[config.mk]
export PLATFORM = sky130hd
export DESIGN_NAME = hash_req_packer
export DESIGN_NICKNAME = d
export VERILOG_FILES = /design/src/rtl/hash_req_packer.sv
export SDC_FILE = /design/constraint.sdc
export NUM_CORES = 1
export LEC_CHECK = 0
export BUFFER_PORTS_ARGS = -buffer_cell sky130_fd_sc_hd__buf_2
export CAP_MARGIN = 20
export CELL_PAD_IN_SITES_DETAIL_PLACEMENT = 0
export CELL_PAD_IN_SITES_GLOBAL_PLACEMENT = 1
export CORE_MARGIN = 1.5
export CORE_UTILIZATION = 43
export CTS_CLUSTER_DIAMETER = 40
export DETAILED_ROUTE_END_ITERATION = 8
export PLACE_DENSITY_LB_ADDON = 0.1
export SYNTH_ARGS = -nofsm -noshare
export SYNTH_HDL_FRONTEND = slang
export SYNTH_SLANG_ARGS = --single-unit
export TNS_END_PERCENT = 20
[constraint.sdc]
create_clock -name clk -period 4.65 [get_ports clk]
set_input_delay 0.2325 -clock clk [delete_from_list [all_inputs] [get_ports clk]]
set_output_delay 0.2325 -clock clk [all_outputs]
set_load 0.02 [all_outputs]
[src/rtl/hash_req_packer.sv]
// Request-side packer for hash_func_pipe: collects a byte stream into one wide request,
// holds the pipe when the result FIFO is nearly full, and buffers returned keys.
module hash_req_packer #(
  parameter int unsigned DATA_BYTES     = 52,
  parameter int unsigned LEN_W          = 32,
  parameter int unsigned KEY_W          = 16,
  parameter int unsigned KEY_FIFO_DEPTH = 8
) (
  input  logic                    clk,
  input  logic                    rstn,
  input  logic [7:0]              s_byte,
  input  logic                    s_valid,
  input  logic                    s_last,
  output logic                    s_ready,
  output logic [8*DATA_BYTES-1:0] o_data,
  output logic [LEN_W-1:0]        o_length,
  output logic                    o_start,
  output logic                    o_stall_pipe,
  input  logic [KEY_W-1:0]        i_hash_key,
  input  logic                    i_valid,
  output logic [KEY_W-1:0]        m_key,
  output logic                    m_key_valid,
  input  logic                    m_key_ready,
  output logic                    o_trunc,
  output logic                    o_overflow
);

  localparam int unsigned DataW  = 8 * DATA_BYTES;
  localparam int unsigned CntW   = $clog2(DATA_BYTES + 1);
  localparam int unsigned PtrW   = $clog2(KEY_FIFO_DEPTH);
  localparam int unsigned FcntW  = PtrW + 1;

  localparam logic [CntW-1:0]  MaxCnt   = CntW'(DATA_BYTES);
  localparam logic [FcntW-1:0] FifoFull = FcntW'(KEY_FIFO_DEPTH);
  localparam logic [FcntW-1:0] FifoHigh = FcntW'(KEY_FIFO_DEPTH - 1);

  typedef enum logic [1:0] {StIdle, StFill, StIssue} state_e;

  state_e            state_q;
  logic [DataW-1:0]  buf_q;
  logic [CntW-1:0]   byte_cnt_q;
  logic              trunc_q;
  logic              stall_q;
  logic              overflow_q;

  logic [KEY_W-1:0]  mem_q [KEY_FIFO_DEPTH];
  logic [PtrW-1:0]   wr_ptr_q;
  logic [PtrW-1:0]   rd_ptr_q;
  logic [FcntW-1:0]  fcnt_q;

  logic              accept;
  logic              fifo_push;
  logic              fifo_pop;
  logic              fifo_full;
  logic [31:0]       wr_pos;

  assign s_ready  = (state_q != StIssue);
  assign accept   = s_valid && s_ready;
  assign o_start  = (state_q == StIssue) && !stall_q;
  assign o_data   = buf_q;
  assign o_length = LEN_W'(byte_cnt_q);
  assign o_trunc  = trunc_q;
  assign o_stall_pipe = stall_q;
  assign o_overflow   = overflow_q;

  // Byte k lands at the top of the buffer first (MSB-first packing).
  assign wr_pos = 32'(DATA_BYTES - 1) - 32'(byte_cnt_q);

  always_ff @(posedge clk or negedge rstn) begin
    if (!rstn) begin
      state_q    <= StIdle;
      buf_q      <= '0;
      byte_cnt_q <= '0;
      trunc_q    <= 1'b0;
    end else begin
      unique case (state_q)
        StIdle, StFill: begin
          if (accept) begin
            if (byte_cnt_q < MaxCnt) begin
              buf_q[8*wr_pos +: 8] <= s_byte;
              byte_cnt_q           <= byte_cnt_q + 1'b1;
            end else begin
              trunc_q <= 1'b1;
            end
            state_q <= s_last ? StIssue : StFill;
          end
        end
        StIssue: begin
          if (o_start) begin
            buf_q      <= '0;
            byte_cnt_q <= '0;
            state_q    <= StIdle;
          end
        end
        default: state_q <= StIdle;
      endcase
    end
  end

  // Result FIFO: a full FIFO still takes a push when the head is popped in the same cycle.
  assign fifo_full   = (fcnt_q == FifoFull);
  assign fifo_pop    = (fcnt_q != '0) && m_key_ready;
  assign fifo_push   = i_valid && (!fifo_full || fifo_pop);
  assign m_key_valid = (fcnt_q != '0);
  assign m_key       = mem_q[rd_ptr_q];

  always_ff @(posedge clk or negedge rstn) begin
    if (!rstn) begin
      for (int i = 0; i < int'(KEY_FIFO_DEPTH); i++) begin
        mem_q[i] <= '0;
      end
      wr_ptr_q   <= '0;
      rd_ptr_q   <= '0;
      fcnt_q     <= '0;
      stall_q    <= 1'b0;
      overflow_q <= 1'b0;
    end else begin
      if (fifo_push) begin
        mem_q[wr_ptr_q] <= i_hash_key;
        wr_ptr_q        <= wr_ptr_q + 1'b1;
      end
      if (fifo_pop) begin
        rd_ptr_q <= rd_ptr_q + 1'b1;
      end
      unique case ({fifo_push, fifo_pop})
        2'b10:   fcnt_q <= fcnt_q + 1'b1;
        2'b01:   fcnt_q <= fcnt_q - 1'b1;
        default: fcnt_q <= fcnt_q;
      endcase
      if (i_valid && fifo_full && !fifo_pop) begin
        overflow_q <= 1'b1;
      end
      // One spare slot absorbs a result already in flight when the stall lands.
      stall_q <= (fcnt_q >= FifoHigh);
    end
  end

endmodule

==> qor.yml <==
outcome:
  run_status: "finished, final reports clean"
final_layout:
  design_area_um2: 30800
  insertedDiodeCount: 0
  final_net_count: 2707
  area.growth.synth_to_final_pct: 27.0
  final_cell_mix: "dfrtp_1, buf_2, nand2_1, o21ai_0, mux2_2"
  mostFrequentLayoutCell: "dfrtp_1"
  final_core_density_pct: 55.5
  post_route_cells_drive_above_1_share_pct: 36.8
clock_network:
  total_clock_buffers_created_by_cts: 88
  clk-insertion-delay-late_ns: 0.63
  tritoncts: "built"
  ctsHoldBuffers: 31
  number_of_clock_sinks_seen_by_cts: 565
  htreeDepth: 3
  cts_root_buf: "clkbuf_16"
  path_clk_slew_ns: 0.06
  number_of_setup_buffers_added_after_cts: 0
  clockBufferDepth: 3
  post_cts_resized: 0
yosys:
  dominant_combinational_cell_family_by_area_after_synthesis: "multiplexers"
  syn-mean-instance-area_um2: 11.4
  netlist_instances: 2133
  post-synth-top-area-fraction_pct: 58.3
  synth_simple_gate_area_share_pct: 13.4
  ys.flop_type: "dfrtp_1"
  post_synth_mux_area_share_pct: 14.8
  area_of_the_mapped_netlist_um2: 24200
  synth_async_sr_flop_share_pct: 100
  synth_largest_area_cell: "dfrtp_1"
  synth-edff-count: 0
  ys_top_cells_by_area: "dfrtp_1, mux2_2, o21ai_0"
  ys.warnings.count: 0
  synthXorXnorAreaFrac_pct: 0.790
  synth_seq_cells: 565
  synth_seq_area_share_pct: 58.3
  synth_cell_type_count: 60
  synth-compound-area-share_pct: 8.51
  post_synthesis_adder_cell_area_fraction_pct: 1.01
power_and_ir_drop:
  power_switching_share_pct: 36.4
  internal-power_w: 0.0120
  pwr-share-clk_pct: 33.9
  leakagePower_nw: 15.1
  pwr_density_cell_nw_per_um2: 611
  net-switching-power_w: 0.00685
  power_share_of_the_sequential_group_pct: 34.9
  power.ir.vdd_worst_mv: 0.449
  share_comb_of_total_power_pct: 31.2
sta:
  fin_crit_sh_pct: 93.2
  timing.final.crit_period_ns: 4.33
  max_clock_freq_mhz: 231
  timing.final.ws_setup_ns: 0.318
  final_max_slew_viol_count: 0
  slew_headroom_pct: 23.2
  clock-skew-final_ns: 0.0229
  rsz0062_at_grt: "no"
  timing_worst_slew_pin_value_ns: 1.15
  final_hold_viol_count: 0
  setup_viol_count_final: 0
  setup-tns-final_ns: 0
worst_setup_path:
  critPathRequiredTime_ns: 5.15
  reg2reg_to: "o_data[245]"
  critPathMaxStageDelay_ns: 0.62
  critical_path.endpoint_type: "flop"
  worstPathMaxFanout: 8
  crit_path_cell_trace: "o21ai_0, xnor2_2, buf_4, nand2_1, ha_1, nor4bb_1, nand3_1, a2111oi_4, nand3_1, o21ai_2, mux2_2"
  regToRegSetupSlack_ns: 0.32
  critPathArrivalTime_ns: 4.83
  worst-r2r-cell-count: 11
  rr_startpoint: "byte_cnt_q[4]"
  timing.critical_path.mode_cell: "nand3_1"
  critical-path-top-delay-family: "compound AO/OA/AOI/OAI gates"
  timing.critical_path.slowest_stage_cell: "o21ai_2"
  worstPathBufferInverterCount: 1
  type_of_origin_of_the_critical_path: "flop"
  critical_path_class: "reg -> reg"
grt:
  global_route.peak_usage_layer: "met2"
  first_global_vias: 19183
  overflow: 0
  grt.total_usage_pct: 28.6
  grt_max_degree: 122
  antenna_found_initial: 0
  grt.met2_usage_pct: 47.0
  first_pass_grt_wire_length_um: 123000
  grt.met3_usage_pct: 6.36
  use_met1_pct: 36.6
place:
  dpl.hpwl_um: 57800
  numPortBuffers: 473
  place_ws_ns: 0.368
  finalWeightedCongestion: 0.884
  placed_cell_area_um2: 27600
floorplanning:
  starting_density_pct: 43.7
  floorplan.core_area_um2: 55400
  fp.dieW_um: 240
  die_area_um2: 57800
  io_pins: 500
  std_cell_rows: 86
  die-height_um: 240
routing:
  drtAntennaViolNets: 0
  drt_iter0_drc: 1180
  route.detailed.vias_per_inst: 5.49
  routedWlPerCell_um: 23.8
  vias: 19096
  postRouteWirelength_um: 82600
  remaining_drc_errors: 0
  drt-pass1-iter-count: 5
worst_hold_path:
  hp-class: "in -> async"
run:
  timing.max_cap.violations: 0
flip-flops by register name (all words and copies together), names as in the netlist:
signal and flops:
o_stall_pipe 1, wr_ptr_q 3, o_trunc 1, byte_cnt_q 6, rd_ptr_q 3, o_data 416
state_q 2, o_overflow 1, mem_q 128, fcnt_q 4
logic make-up (layout without fill, tap and decap cells):
logic type	Yosys count	count (layout)
multiplexers	290	290
AO/OA/AOI/OAI	359	359
adder cells (fa/ha/maj)	19	19
other	1	26
flip-flops	565	565
buffers and inverters	172	742
AND/OR/NAND/NOR	706	706
XOR/XNOR	21	21
how the worst max path moves through the flow:
stage | from | to | slack (ns) | cells past startpoint
final | byte_cnt_q[4] | o_data[245] | 0.32 | 11
after global routing | byte_cnt_q[4] | o_data[245] | 0.01 | 11
after CTS | byte_cnt_q[4] | o_data[245] | 0.31 | 11
after detailed placement | byte_cnt_q[4] | o_data[245] | 0.37 | 11
after global placement | byte_cnt_q[4] | o_data[241] | 0.38 | 11
after floorplan | byte_cnt_q[2] | o_data[160] | 0.43 | 16
layer usage:
metal	vias to the layer above	wire, um
met4	0	3130
met1	9757	33500
met2	645	40600
met5	-	0
met3	153	5380
li1	8541	-
power by group through the flow:
stage               clock, W  sequential, W  combinational (W)
floorplan                  0        0.00666            0.00362
CTS                  0.00648        0.00658            0.00590
global placement           0        0.00659            0.00578
detailed placement         0        0.00665            0.00585
finish               0.00639        0.00657            0.00587
global route         0.00672        0.00669            0.00630
cell usage after synthesis, types with 18 or more instances:
master	n
a41oi_1	20
buf_4	28
clkbuf_1	103
dfrtp_1	565
ha_1	18
mux2_2	226
mux2i_1	32
mux4_2	32
nand2_1	317
nand3_1	185
nand4_1	22
nor2_1	101
o21ai_0	295
final cells by class:
cell class / instances / area (um^2)
Sequential cell: 565 / 14100
Multi-Input combinational cell: 1421 / 9550
Clock buffer: 106 / 2370
Inverter: 15 / 56.3
Fill cell: 4872 / 24600
Clock inverter: 54 / 514
Tap cell: 748 / 936
Timing Repair Buffer: 567 / 3210
stage by stage:
stage | power, W | hold slack, ns | std cells
floorplan | 0.0103 | -0.0631 | 2158
global placement | 0.0124 | 0.414 | 3285
detailed placement | 0.0125 | 0.414 | 3285
CTS | 0.0190 | 0.341 | 3476
global route | 0.0197 | 0.400 | 3476
finish | 0.0188 | 0.324 | 3476
(Power assumes the default switching activity.)
